==> src/rtl/uart_print_tx.sv <==
// uart_print_tx: buffers CPU print words in a small FIFO and serializes them as 8N1 frames on tx.
// Define UART_PRINT_ASCII_HEX_EN to send each word as 8 uppercase hex characters plus '\n'.
module uart_print_tx #(
    parameter int CLK_FREQ   = 100_000_000,
    parameter int BAUD_RATE  = 115_200,
    parameter int FIFO_DEPTH = 16
) (
    input  logic        clk,
    input  logic        rst,
    input  logic        print_en,
    input  logic [31:0] print_data,
    output logic        tx,
    output logic        full,
    output logic        busy,
    output logic        overflow
);
    // state | meaning
    // IDLE  | line high, pops the FIFO head when one is present
    // START | start bit (low) for one bit period
    // DATA  | eight data bits of the current character, LSB first
    // STOP  | stop bit (high); then next character or back to IDLE

    localparam int CLKS_PER_BIT = CLK_FREQ / BAUD_RATE;
    localparam int CNT_W        = $clog2(CLKS_PER_BIT);
    localparam int ADDR_W       = $clog2(FIFO_DEPTH);
    localparam int PTR_W        = ADDR_W + 1;
    localparam logic [CNT_W-1:0] CNT_LAST = CNT_W'(CLKS_PER_BIT - 1);
`ifdef UART_PRINT_ASCII_HEX_EN
    localparam logic [3:0] LAST_BYTE = 4'd8;
`else
    localparam logic [3:0] LAST_BYTE = 4'd3;
`endif

    typedef enum logic [1:0] {IDLE, START, DATA, STOP} state_t;

    state_t            state_q, state_d;
    logic [CNT_W-1:0]  baud_q, baud_d;
    logic [2:0]        bit_q, bit_d;
    logic [3:0]        byte_q, byte_d;
    logic [31:0]       shift_q, shift_d;
    logic              tx_q, tx_d;
    logic              overflow_q, overflow_d;
    logic [PTR_W-1:0]  wr_ptr_q, wr_ptr_d;
    logic [PTR_W-1:0]  rd_ptr_q, rd_ptr_d;
    logic [31:0]       mem_q [FIFO_DEPTH];

    logic              empty;
    logic              wr_en;
    logic              pop;
    logic              baud_done;
    logic [7:0]        cur_byte_d;

    assign empty = (wr_ptr_q == rd_ptr_q);
    assign full  = (wr_ptr_q[ADDR_W] != rd_ptr_q[ADDR_W]) &&
                   (wr_ptr_q[ADDR_W-1:0] == rd_ptr_q[ADDR_W-1:0]);
    // full is the pre-edge value, so a pop on the same edge never rescues a write
    assign wr_en = print_en && !full;
    assign baud_done = (baud_q == CNT_LAST);

    always_comb begin
        wr_ptr_d   = wr_ptr_q + PTR_W'(wr_en);
        rd_ptr_d   = rd_ptr_q + PTR_W'(pop);
        overflow_d = overflow_q | (print_en & full);
    end

    always_ff @(posedge clk) begin
        if (wr_en) begin
            mem_q[wr_ptr_q[ADDR_W-1:0]] <= print_data;
        end
    end

    always_ff @(posedge clk or posedge rst) begin
        if (rst) begin
            state_q    <= IDLE;
            baud_q     <= '0;
            bit_q      <= '0;
            byte_q     <= '0;
            shift_q    <= '0;
            tx_q       <= 1'b1;
            overflow_q <= 1'b0;
            wr_ptr_q   <= '0;
            rd_ptr_q   <= '0;
        end else begin
            state_q    <= state_d;
            baud_q     <= baud_d;
            bit_q      <= bit_d;
            byte_q     <= byte_d;
            shift_q    <= shift_d;
            tx_q       <= tx_d;
            overflow_q <= overflow_d;
            wr_ptr_q   <= wr_ptr_d;
            rd_ptr_q   <= rd_ptr_d;
        end
    end

    always_comb begin
        state_d = state_q;
        baud_d  = baud_q;
        bit_d   = bit_q;
        byte_d  = byte_q;
        shift_d = shift_q;
        pop     = 1'b0;
        unique case (state_q)
            IDLE: begin
                if (!empty) begin
                    pop     = 1'b1;
                    shift_d = mem_q[rd_ptr_q[ADDR_W-1:0]];
                    byte_d  = '0;
                    bit_d   = '0;
                    baud_d  = '0;
                    state_d = START;
                end
            end
            START: begin
                if (baud_done) begin
                    baud_d  = '0;
                    bit_d   = '0;
                    state_d = DATA;
                end else begin
                    baud_d = baud_q + 1'b1;
                end
            end
            DATA: begin
                if (baud_done) begin
                    baud_d = '0;
                    if (bit_q == 3'd7) begin
                        state_d = STOP;
                    end else begin
                        bit_d = bit_q + 1'b1;
                    end
                end else begin
                    baud_d = baud_q + 1'b1;
                end
            end
            STOP: begin
                if (baud_done) begin
                    baud_d = '0;
                    if (byte_q == LAST_BYTE) begin
                        state_d = IDLE;
                    end else begin
                        byte_d  = byte_q + 1'b1;
                        state_d = START;
`ifndef UART_PRINT_ASCII_HEX_EN
                        shift_d = {8'h00, shift_q[31:8]};
`endif
                    end
                end else begin
                    baud_d = baud_q + 1'b1;
                end
            end
            default: state_d = IDLE;
        endcase
    end

`ifdef UART_PRINT_ASCII_HEX_EN
    logic [2:0] nib_sel;
    logic [3:0] nib;
    always_comb begin
        nib_sel = 3'd7 - byte_d[2:0];
        nib     = shift_d[{nib_sel, 2'b00} +: 4];
        if (byte_d == 4'd8) begin
            cur_byte_d = 8'h0A;
        end else if (nib < 4'd10) begin
            cur_byte_d = 8'h30 + {4'h0, nib};
        end else begin
            cur_byte_d = 8'h37 + {4'h0, nib};
        end
    end
`else
    assign cur_byte_d = shift_d[7:0];
`endif

    // tx is registered from the next-state values so the line changes on the same edge as the state
    always_comb begin
        tx_d = 1'b1;
        case (state_d)
            START:   tx_d = 1'b0;
            DATA:    tx_d = cur_byte_d[bit_d];
            default: tx_d = 1'b1;
        endcase
        busy = !empty || (state_q != IDLE);
    end

    assign tx       = tx_q;
    assign overflow = overflow_q;

endmodule

==> config.mk <==
export PLATFORM = sky130hd
export DESIGN_NAME = uart_print_tx
export DESIGN_NICKNAME = d
export VERILOG_FILES = /design/src/rtl/uart_print_tx.sv
export SDC_FILE = /design/constraint.sdc
export NUM_CORES = 1
export LEC_CHECK = 0
export CAP_MARGIN = 20
export CORE_AREA = 2 2 254 156
export CTS_CLUSTER_DIAMETER = 50
export CTS_CLUSTER_SIZE = 8
export DETAILED_ROUTE_END_ITERATION = 10
export DIE_AREA = 0 0 256 158
export PLACE_DENSITY = 0.79
export SLEW_MARGIN = 20
export SYNTH_ARGS = -nofsm -noshare
export SYNTH_HDL_FRONTEND = slang
export SYNTH_SLANG_ARGS = --single-unit
export TNS_END_PERCENT = 100
==> constraint.sdc <==
create_clock -name clk -period 4.8 [get_ports clk]
set_clock_uncertainty 0.15 [all_clocks]
set_input_delay 0.72 -clock clk [delete_from_list [all_inputs] [get_ports clk]]
set_output_delay 0.72 -clock clk [all_outputs]
set_load 0.02 [all_outputs]
# Yosys cells after proc, flatten, opt, wreduce, memory -nomap -nowiden
# Memory sizes are Yosys's and may differ from the RTL's.
# Cells that the tools add are included.
dict set report word_totals {
  ff_bits 63
  ram_bits 512
  out_inout_bits 4
  mem_count 1
}
dict set report op_classes {
  addsub 5
  magnitude_cmp 1
  n_eq_ne 14
  muxes 30
  bitwise 2
  n_reduce_logical 10
}
# name words width rd rd_clocked_by_memory_dff wr line
set mem_list {}
lappend mem_list {mem_q 16 32 1 0 1 45} ;# logic [31:0] mem_q [FIFO_DEPTH];
# cell count
set op_table {}
lappend op_table {{$mux 32} 3}
lappend op_table {{$pmux 32 s2} 1}
lappend op_table {{$mux 10} 2}
lappend op_table {{$pmux 10 s2} 1}
lappend op_table {{$mux 3} 4}
lappend op_table {{$mux 4} 3}
lappend op_table {{$add 10x1->10 const B} 1}
lappend op_table {{$add 5x1->5} 2}
lappend op_table {{$eq 10x10->1 const B} 1}
lappend op_table {{$mux 2} 5}
lappend op_table {{$pmux 3 s3} 1}
lappend op_table {{$pmux 2 s4} 1}
lappend op_table {{$pmux 4 s2} 1}
lappend op_table {{$eq 2x2->1 const B} 3}
lappend op_table {{$mux 1} 6}
lappend op_table {{$ne 2x2->1 const B} 3}
lappend op_table {{$eq 5x5->1} 1}
lappend op_table {{$add 4x1->4 const B} 1}
lappend op_table {{$eq 2x1->1 const B} 2}
lappend op_table {{$eq 4x2->1 const B} 1}
lappend op_table {{$eq 4x4->1} 1}
lappend op_table {{$lt 3x4->1 const B} 1}
lappend op_table {{$reduce_and 4->1} 1}
lappend op_table {{$reduce_bool 2->1} 2}
lappend op_table {{other kinds (12)} 14}

# Depth between registers and ports, before layout
# Gate-level depths: netlist (run 1).
dict set report depth {
  depth_word 7
  mapped_depth 11
}

# Least setup slack after synthesis (run 1)
# OpenSTA, ideal clock, no wires.
dict set report synth_timing {
  path_kind {reg2reg}
  start {register rd_ptr_q[0]}
  end {memory mem_q[0][0], enable pin}
  setup_time_ns 0.461
  arrival_ns 3.679
  t_required_ns 4.189
  path_slack_ns 0.510
  stages_incl_launch_ff 9
  path_buffers 2
  synth_period_minus_slack_ns 4.290
  cell_sequence {dfrtp_1 > buf_4 > xnor2_1 > and4_4 > buf_6 > nand2b_1 > nand2_1 > or3_1 > nor3_1}
}
dict set report synth_between {
  elab_chain_cells 6
}
# item line
set synth_lines {}
lappend synth_lines {{start: declaration} 44} ;# logic [PTR_W-1:0] rd_ptr_q, rd_ptr_d;
lappend synth_lines {{start signal: assignment} 92} ;# rd_ptr_q <= rd_ptr_d;
lappend synth_lines {{$eq 4x4->1} 55} ;# (wr_ptr_q[ADDR_W-1:0] == rd_ptr_q[ADDR_W-1:0]);
lappend synth_lines {{$logic_and 1x1->1} 54} ;# assign full = (wr_ptr_q[ADDR_W] != rd_ptr_q[ADDR_W]) &&
lappend synth_lines {{$logic_not 1->1} 57} ;# assign wr_en = print_en && !full;
lappend synth_lines {{$logic_and 1x1->1} 57}
lappend synth_lines {{$mux 1} 67} ;# if (wr_en) begin
lappend synth_lines {{$mux 1 (not written as such)} 68} ;# mem_q[wr_ptr_q[ADDR_W-1:0]] <= print_data;
lappend synth_lines {{end: declaration} 45}
# No other way between the ends.

# Worst setup path after layout (run 1)
dict set report layout_timing {
  start {register rd_ptr_q[0]}
  end {output port busy}
}
dict set report layout_between {
  elab_chain_cells 3
}
# item line
set layout_lines {}
lappend layout_lines {{$eq 5x5->1} 53} ;# assign empty = (wr_ptr_q == rd_ptr_q);
lappend layout_lines {{$logic_not 1->1} 181} ;# busy = !empty || (state_q != IDLE);
lappend layout_lines {{$logic_or 1x1->1} 181}
lappend layout_lines {{end: declaration} 14} ;# output logic busy,
# No other way between the ends.

==> results.cfg, run 1 <==
[global_routing]
grt_usage_pct = 27.29
grt_antenna_before_repair = 1
grt_pass1_wl_um = 78270
grt-ovfl-total = 0
grt_start_max_net_pins = 46
grt_pass1_vias = 11630

[floorplanning]
io_pins = 39
dieArea_mm2 = 0.04045
dieWidth_um = 256
die_h_um = 158
start_util_pct = 58.77
rows = 56
core_mm2 = 0.03833

[sta]
rsz0062_at_grt = no
setup_ws_ns = 0.9220
fmax_mhz = 257.9
drv_slew = 0
worst_pin_slew_ns = 1.119
period_needed_ns = 3.878
post-route-period-util_pct = 80.79
finalHoldViolCount = 0
tns_ns = 0
relSlewSlack_pct = 25.26
setup_violations = 0

[placed_design]
placed_cell_area_mm2 = 0.02367
hpwl_um = 28480
preCtsSetupSlack_ns = 1.085
portBuffers = 38
place.gp.congestion = 0.8613
dp.cells = 1643

[worst_hold_path]
min_path_type = reg2reg
hold_path_depth = 1

[drt]
drc_errors = 0
wl_um = 52780
viasPerCell = 6.496
ant_nets = 0
vias = 11510
dr.pass1.iters = 5
avgRoutedWirePerCell_um = 29.78
drtIter0Drc = 1414

[critical_path]
worst_setup_path_end_kind = output pin
slowest_delay_ns = 0.97
reg2regPathDepth = 9
crit_type = reg2out
start_kind = register
crit_arrival_ns = 3.01
path_cells = xnor2_1, nand4_1, nor2_1, buf_4, inv_2, clkdlybuf4s50_1
path_max_fanout = 43
cp.required_ns = 3.93
cp_slowest_cell = dfrtp_4

[cells_and_area]
final_common_cell = edfxtp_1
fill_cells = 2352
final_nets = 1251
postLayoutCellArea_mm2 = 0.02597
area_growth_pct = 15.31
final_cell_mix = 512 x edfxtp_1, 143 x mux4_2, 85 x clkbuf_16
instances_no_fill = 1772
drive_gt1_share_pct = 24.66

[clock_tree]
cts.reportedPaths.clkPinSlew_ns = 0.05
post_cts_buffers = 0
clockBufferDepth = 3
post_cts_resized = 0
cts.sinks = 575
clock_latency_ns = 0.59
h-tree-depth = 3
clockRootBuffer = clkbuf_16
cts_tree = built
postCtsHoldBufs = 0
cts_buffers = 81

[synth]
ys_ff_latch = 575
syn_area_per_cell_um2 = 20.50
synthArstFlopShare_pct = 10.96
synth_edf_count = 512
synthFlopType = edfxtp_1
synth_warnings = 0
yosys.cell_types.count = 61
netlist_area_mm2 = 0.02253
yosysSeqAreaShare_pct = 75.26
synthCells = 1099
synth_nets = 1146

[power]
p_total_uw = 15860
power.leakage_uw = 0.008622
powerDensity_mw_per_mm2 = 610.4
peakVddDrop_v = 0.0004064

[run]
timing.max_cap.violations = 0

[outcome]
status = finished, final reports clean
## metrics by stage
step / util, % / hold WS [ns]
after CTS: 67.77 / 0.3147
after global placement: 61.77 / 0.3001
after floorplan: - / 0.2908
after detailed placement: 61.77 / 0.3025
after global routing: 67.77 / 0.3302
final: 67.77 / 0.3100
## cell usage after synthesis, types with 11 or more instances
cell,instances,share of area [%]
inv_1,18,0.30
o21ai_0,46,1.0
ha_1,12,0.67
mux2i_1,14,0.62
a22oi_1,26,0.87
buf_2,25,0.56
mux4_2,143,14
nor2_1,28,0.47
dfrtp_1,62,6.9
a21oi_1,20,0.44
nand2_1,58,0.97
clkbuf_1,11,0.18
edfxtp_1,512,68
## sequential cells by signal, summed over array words and instances (netlist names)
signal	count
mem_q	512
shift_q	32
baud_q	10
rd_ptr_q	5
wr_ptr_q	5
byte_q	4
bit_q	3
state_q	2
overflow	1
tx	1
## metal layers
layer  global-route usage [%]  part of all wire [%]
met2                    41.64                    47
met1                    39.02                    40
met5                        0                     0
met4                    8.828                   2.5
met3                    7.509                    10
## worst paths after layout
kind | end | start | slack, ns
worst max-delay path | busy | rd_ptr_q[0]$_DFF_PP0_ | 0.92
worst min-delay path | overflow$_DFF_PP0_ | overflow$_DFF_PP0_ | 0.31
worst max register to register | tx$_DFF_PP1_ | rd_ptr_q[0]$_DFF_PP0_ | 1.12
worst min register to register | overflow$_DFF_PP0_ | overflow$_DFF_PP0_ | 0.31
max in group asynchronous | shift_q[23]$_DFFE_PP0P_ | rst | 3.02
min in group asynchronous | shift_q[16]$_DFFE_PP0P_ | rst | 0.53
## power by group
part | switching [uW] | internal (uW) | leakage [uW]
logic | 2240 | 1840 | 0.00206
registers | 477 | 6100 | 0.00546
clock network | 1980 | 3210 | 0.00110
## cell type report
cell class              instances  area [um^2]  share of cell area (%)
diodes                          1        2.502                0.009634
clock buffers                 126         2281                   8.781
clock inverters                 2        17.52                 0.06744
inverters                      19        71.32                  0.2746
multi-input cells             453         5325                   20.50
flip-flops and latches        575        16960                   65.30
well taps                     522        653.1                   2.514
repair buffers                 74        663.1                   2.553
## critical path, delay by kind of cell, from the launching register on
kind / cells / cell delay [ns]
xor gates and xnor gates: 1 / 0.20
buffers and inverters: 3 / 0.99
DFF: 1 / 0.97
and+or+nand+nor: 2 / 0.26
## cell families after synthesis
| kind of cell | after synthesis | synth area share (%) |
|---|---|---|
| muxes | 168 | 15.54 |
| DFF | 575 | 75.26 |
| and+or+nand+nor | 133 | 2.783 |
| xor gates and xnor gates | 13 | 0.5055 |
| AOI/OAI and AO/OA | 127 | 3.644 |
| adders and majority gates | 12 | 0.6665 |
| buffers and inverters | 71 | 1.605 |
Note: power is estimated with default switching activity, not from simulation.
==> run 2, diff against run 1 <==
Settings changed: CORE_AREA 2 2 254 156 to 2 2 262 161, DIE_AREA 0 0 256 158 to 0 0 264 163, PLACE_DENSITY 0.79 to 0.78.
Clock period 4.8 ns to 3.2 ns, I/O delays scaled along.
==> results.cfg, run 2 (synthesis results as in run 1) <==
[outcome]
status = finished, final reports clean

[critical_path]
start_kind = register
cp.required_ns = 2.57
cp_top_family = flip-flops
path_max_fanout = 17
path_cells = xnor2_1, nand4_1, nor2_1, inv_2, dlygate4sd2_1
worst_setup_path_end_kind = output pin
startpoint = rd_ptr_q[1]$_DFF_PP0_
cp_slowest_cell = dfrtp_4
critPathBufInv = 2
crit_type = reg2out
worst_r2r_startpoint = rd_ptr_q[1]$_DFF_PP0_
crit_arrival_ns = 2.42
slowest_delay_ns = 0.59

[cells_and_area]
drive_gt1_share_pct = 26.51
final_common_cell = edfxtp_1
postLayoutCellArea_mm2 = 0.02635
largest_reg_flops = 512
area_growth_pct = 16.97
final_nets = 1283
final_cell_mix = 512 x edfxtp_1, 143 x mux4_2, 82 x clkbuf_16

[drt]
dr.pass1.iters = 5
viasPerCell = 6.383
wl_um = 52500
avgRoutedWirePerCell_um = 28.91
ant_nets = 0
drc_errors = 0
drtIter0Drc = 1500
vias = 11590

[power]
p_clk_share_pct = 31.6
powerDensity_mw_per_mm2 = 911.0
switching_power_uw = 7160
peakVddDrop_v = 0.0005961
pwr-share-seq_pct = 39.8
power.leakage_uw = 0.008803
internal-power_uw = 16840
switching_share_pct = 29.83
comb_power_share_pct = 28.6

[global_routing]
grt_pass1_wl_um = 78230
grt_usage_pct = 25.42
grt-ovfl-total = 0
grt_pass1_vias = 11790
grt_antenna_before_repair = 2
grt_start_max_net_pins = 64

[sta]
fmax_mhz = 328.2
tns_ns = 0
setup_violations = 0
worst_pin_slew_ns = 0.7664
finalHoldViolCount = 0
drv_slew = 0
post-route-period-util_pct = 95.22
period_needed_ns = 3.047
relSlewSlack_pct = 48.81
rsz0062_at_grt = no

[clock_tree]
post_cts_buffers = 0
clockBufferDepth = 3
cts.reportedPaths.clkPinSlew_ns = 0.05
clockRootBuffer = clkbuf_16
cts_buffers = 81
postCtsHoldBufs = 0
cts.sinks = 575
post_cts_resized = 2
cts_tree = built
h-tree-depth = 3
clock_latency_ns = 0.60

[run]
timing.max_cap.violations = 0

[floorplanning]
dieWidth_um = 264
start_util_pct = 55.03
dieArea_mm2 = 0.04303
io_pins = 39
die_h_um = 163
rows = 58
core_mm2 = 0.04093

[placed_design]
portBuffers = 38
hpwl_um = 30070
placed_cell_area_mm2 = 0.02412
place.gp.congestion = 0.8468

[worst_hold_path]
min_path_type = in2async
-- run 2: cell types whose count changed in the layout (fill, tap and decap cells not counted), sizes merged --
cell	before	now
clkbuf	126	119
clkdlybuf4s50	38	36
buf	36	68
dlygate4sd2	0	2
clkinv	0	1
-- run 2: area by class of cell --
cell class	instances	area, um^2
multi-input combinational	453	5338
clock inverter	3	33.78
timing repair buffer	106	1076
fill	2669	14580
tap	540	675.6
sequential	575	16960
antenna	1	2.502
clock buffer	119	2191
inverter	19	71.32
-- run 2: final timing paths --
path / cells past startpoint / endpoint / slack, ns
min reg2reg: 1 / overflow$_DFF_PP0_ / 0.31
min: 3 / byte_q[0]$_DFFE_PP0P_ / 0.14
min in group clk: 1 / overflow$_DFF_PP0_ / 0.31
max reg2reg: 9 / tx$_DFF_PP1_ / 0.27
max: 5 / busy / 0.15
max in group asynchronous: 3 / rd_ptr_q[1]$_DFF_PP0_ / 2.43
-- run 2: layer usage --
layer / track usage [%] / share of wire (%)
met3: 7.272 / 10
met1: 37.46 / 41
met2: 37.51 / 46
met5: 0 / 0.017
met4: 7.541 / 2.3
-- run 2: power by group through the flow --
| stage | clock network, uW | logic (uW) | registers [uW] |
|---|---|---|---|
| after floorplan | 0 | 4580 | 9500 |
| after global placement | 0 | 6630 | 9610 |
| after detailed placement | 0 | 6770 | 9660 |
| after CTS | 7700 | 6870 | 9540 |
| after global routing | 8040 | 7280 | 9610 |
| final | 7590 | 6860 | 9550 |
-- run 2: worst min-delay path, delay by kind of cell --
kind | cells | cell delay (ns)
buffers and inverters | 3 | 0.79
-- run 2: per-stage QoR --
step / instances / utilization, % / power [uW] / setup slack (ns) / hold slack [ns]
floorplan: 1099 / - / 14080 / -0.9027 / 0.2908
global placement: 1693 / 58.94 / 16240 / 0.3908 / 0.3041
detailed placement: 1693 / 58.94 / 16430 / 0.3559 / 0.3070
CTS: 1815 / 64.37 / 24120 / 0.1606 / 0.1663
global route: 1815 / 64.37 / 24930 / 0.1067 / 0.1839
finish: 1816 / 64.38 / 24000 / 0.1530 / 0.1411
==> run 3, diff against run 2 <==
Settings changed: TNS_END_PERCENT 100 to 5.
==> results.cfg, run 3 (synthesis results as in run 1) <==
[worst_hold_path]
min_path_type = in2async

[clock_tree]
clockRootBuffer = clkbuf_16
post_cts_buffers = 0
cts.reportedPaths.clkPinSlew_ns = 0.05
clock_latency_ns = 0.60
cts.sinks = 575
cts_buffers = 81
clockBufferDepth = 3
postCtsHoldBufs = 0
h-tree-depth = 3
post_cts_resized = 2
cts_tree = built

[sta]
rsz0062_at_grt = no
fmax_mhz = 330.2
period_needed_ns = 3.028
timing.hold.ws_ns = 0.1277
finalHoldViolCount = 0
worst_pin_slew_ns = 0.6870
setup_violations = 0
post-route-period-util_pct = 94.64
relSlewSlack_pct = 53.95
drv_slew = 0

[power]
p_total_uw = 24250
powerDensity_mw_per_mm2 = 916.2
power.leakage_uw = 0.008843
peakVddDrop_v = 0.0006300

[cells_and_area]
drive_gt1_share_pct = 26.45
final_common_cell = edfxtp_1
final_nets = 1279
utilization_pct = 64.68
largest_reg_flops = 512
area_growth_pct = 17.53
antenna_cells = 0
final_cell_mix = 512 x edfxtp_1, 143 x mux4_2, 85 x clkbuf_16

[drt]
drc_errors = 0
avgRoutedWirePerCell_um = 29.08
vias = 11710
highest_layer = met4
dr.pass1.iters = 5
viasPerCell = 6.455
wl_um = 52750
wl_met2_um = 24260
drt-met1-wl_um = 21340
met3WireLength_um = 5900
drtIter0Drc = 1414
ant_nets = 0

[critical_path]
r2r-end = tx$_DFF_PP1_
crit_arrival_ns = 2.40
reg2reg_slack_ns = 0.25
worst_setup_path_end_kind = output pin
reg2regPathDepth = 9
worst_r2r_startpoint = baud_q[0]$_DFFE_PP0N_
startpoint = rd_ptr_q[1]$_DFF_PP0_
endpoint = busy
cp.required_ns = 2.57
crit_type = reg2out
path_max_fanout = 14
start_kind = register

[floorplanning]
io_pins = 39
dieWidth_um = 264
core_mm2 = 0.04093
start_util_pct = 55.03
die_h_um = 163
dieArea_mm2 = 0.04303
rows = 58

[global_routing]
grt_pass1_vias = 12150
grt-ovfl-total = 0
grt_usage_pct = 25.59
grt_start_max_net_pins = 64
grt_pass1_wl_um = 78870
grt_antenna_before_repair = 0

[placed_design]
hpwl_um = 29640
place.gp.congestion = 0.8684
portBuffers = 38

[run]
timing.max_cap.violations = 0

[outcome]
status = finished, final reports clean
## run 3: cell count changes in the layout (fill, tap and decap cells not counted), sizes merged
| cell | before | now |
|---|---|---|
| buf | 68 | 64 |
| clkbuf | 119 | 122 |
| clkinv | 1 | 2 |
| diode | 1 | 0 |
| inv | 21 | 20 |
## run 3: layer usage
layer / vias up / track usage (%)
met5: - / 0
met4: 0 / 8.135
met3: 103 / 6.698
met2: 705 / 37.54
met1: 6105 / 38.17
li1: 4797 / -
## run 3: where the power goes
group	internal (uW)	switching (uW)	leakage (uW)
clock	4830	3020	0.00112
sequential	9150	415	0.00546
combinational	3040	3790	0.00227
total	17000	7230	0.00884
## run 3: worst min path at each step
stage | from | endpoint | slack [ns] | depth (start not counted)
final | rst | baud_q[6]$_DFFE_PP0N_ | 0.13 | 3
after global routing | rst | baud_q[9]$_DFFE_PP0N_ | 0.17 | 3
after CTS | rst | byte_q[0]$_DFFE_PP0P_ | 0.14 | 3
after detailed placement | overflow$_DFF_PP0_ | overflow$_DFF_PP0_ | 0.29 | 1
after global placement | overflow$_DFF_PP0_ | overflow$_DFF_PP0_ | 0.30 | 1
after floorplan | baud_q[9]$_DFFE_PP0N_ | baud_q[9]$_DFFE_PP0N_ | 0.29 | 1
## run 3: per-stage QoR
stage / std cells / TNS [ns] / instance area [um^2] / worst slack, ns
after floorplan: 1099 / -91.69 / 22540 / -0.9027
after global placement: 1689 / 0 / 24140 / 0.4413
after detailed placement: 1689 / 0 / 24140 / 0.3364
after CTS: 1814 / 0 / 26470 / 0.1902
after global routing: 1814 / 0 / 26470 / 0.06850
final: 1814 / 0 / 26470 / 0.1716
## run 3: area by class of cell
| type | count | area [um^2] |
|---|---|---|
| multi-input cells | 453 | 5338 |
| well taps | 540 | 675.6 |
| clock inverters | 3 | 66.31 |
| inverters | 19 | 71.32 |
| clock buffers | 122 | 2266 |
| repair buffers | 102 | 1096 |
| fillers | 2663 | 14460 |
| flip-flops and latches | 575 | 16960 |
## run 3: critical path: stages, from the launching register on
cell	delay, ns
dfrtp_4	0.59
xnor2_1	0.26
nand4_1	0.22
nor2_1	0.24
inv_2	0.14
dlygate4sd2_1	0.35
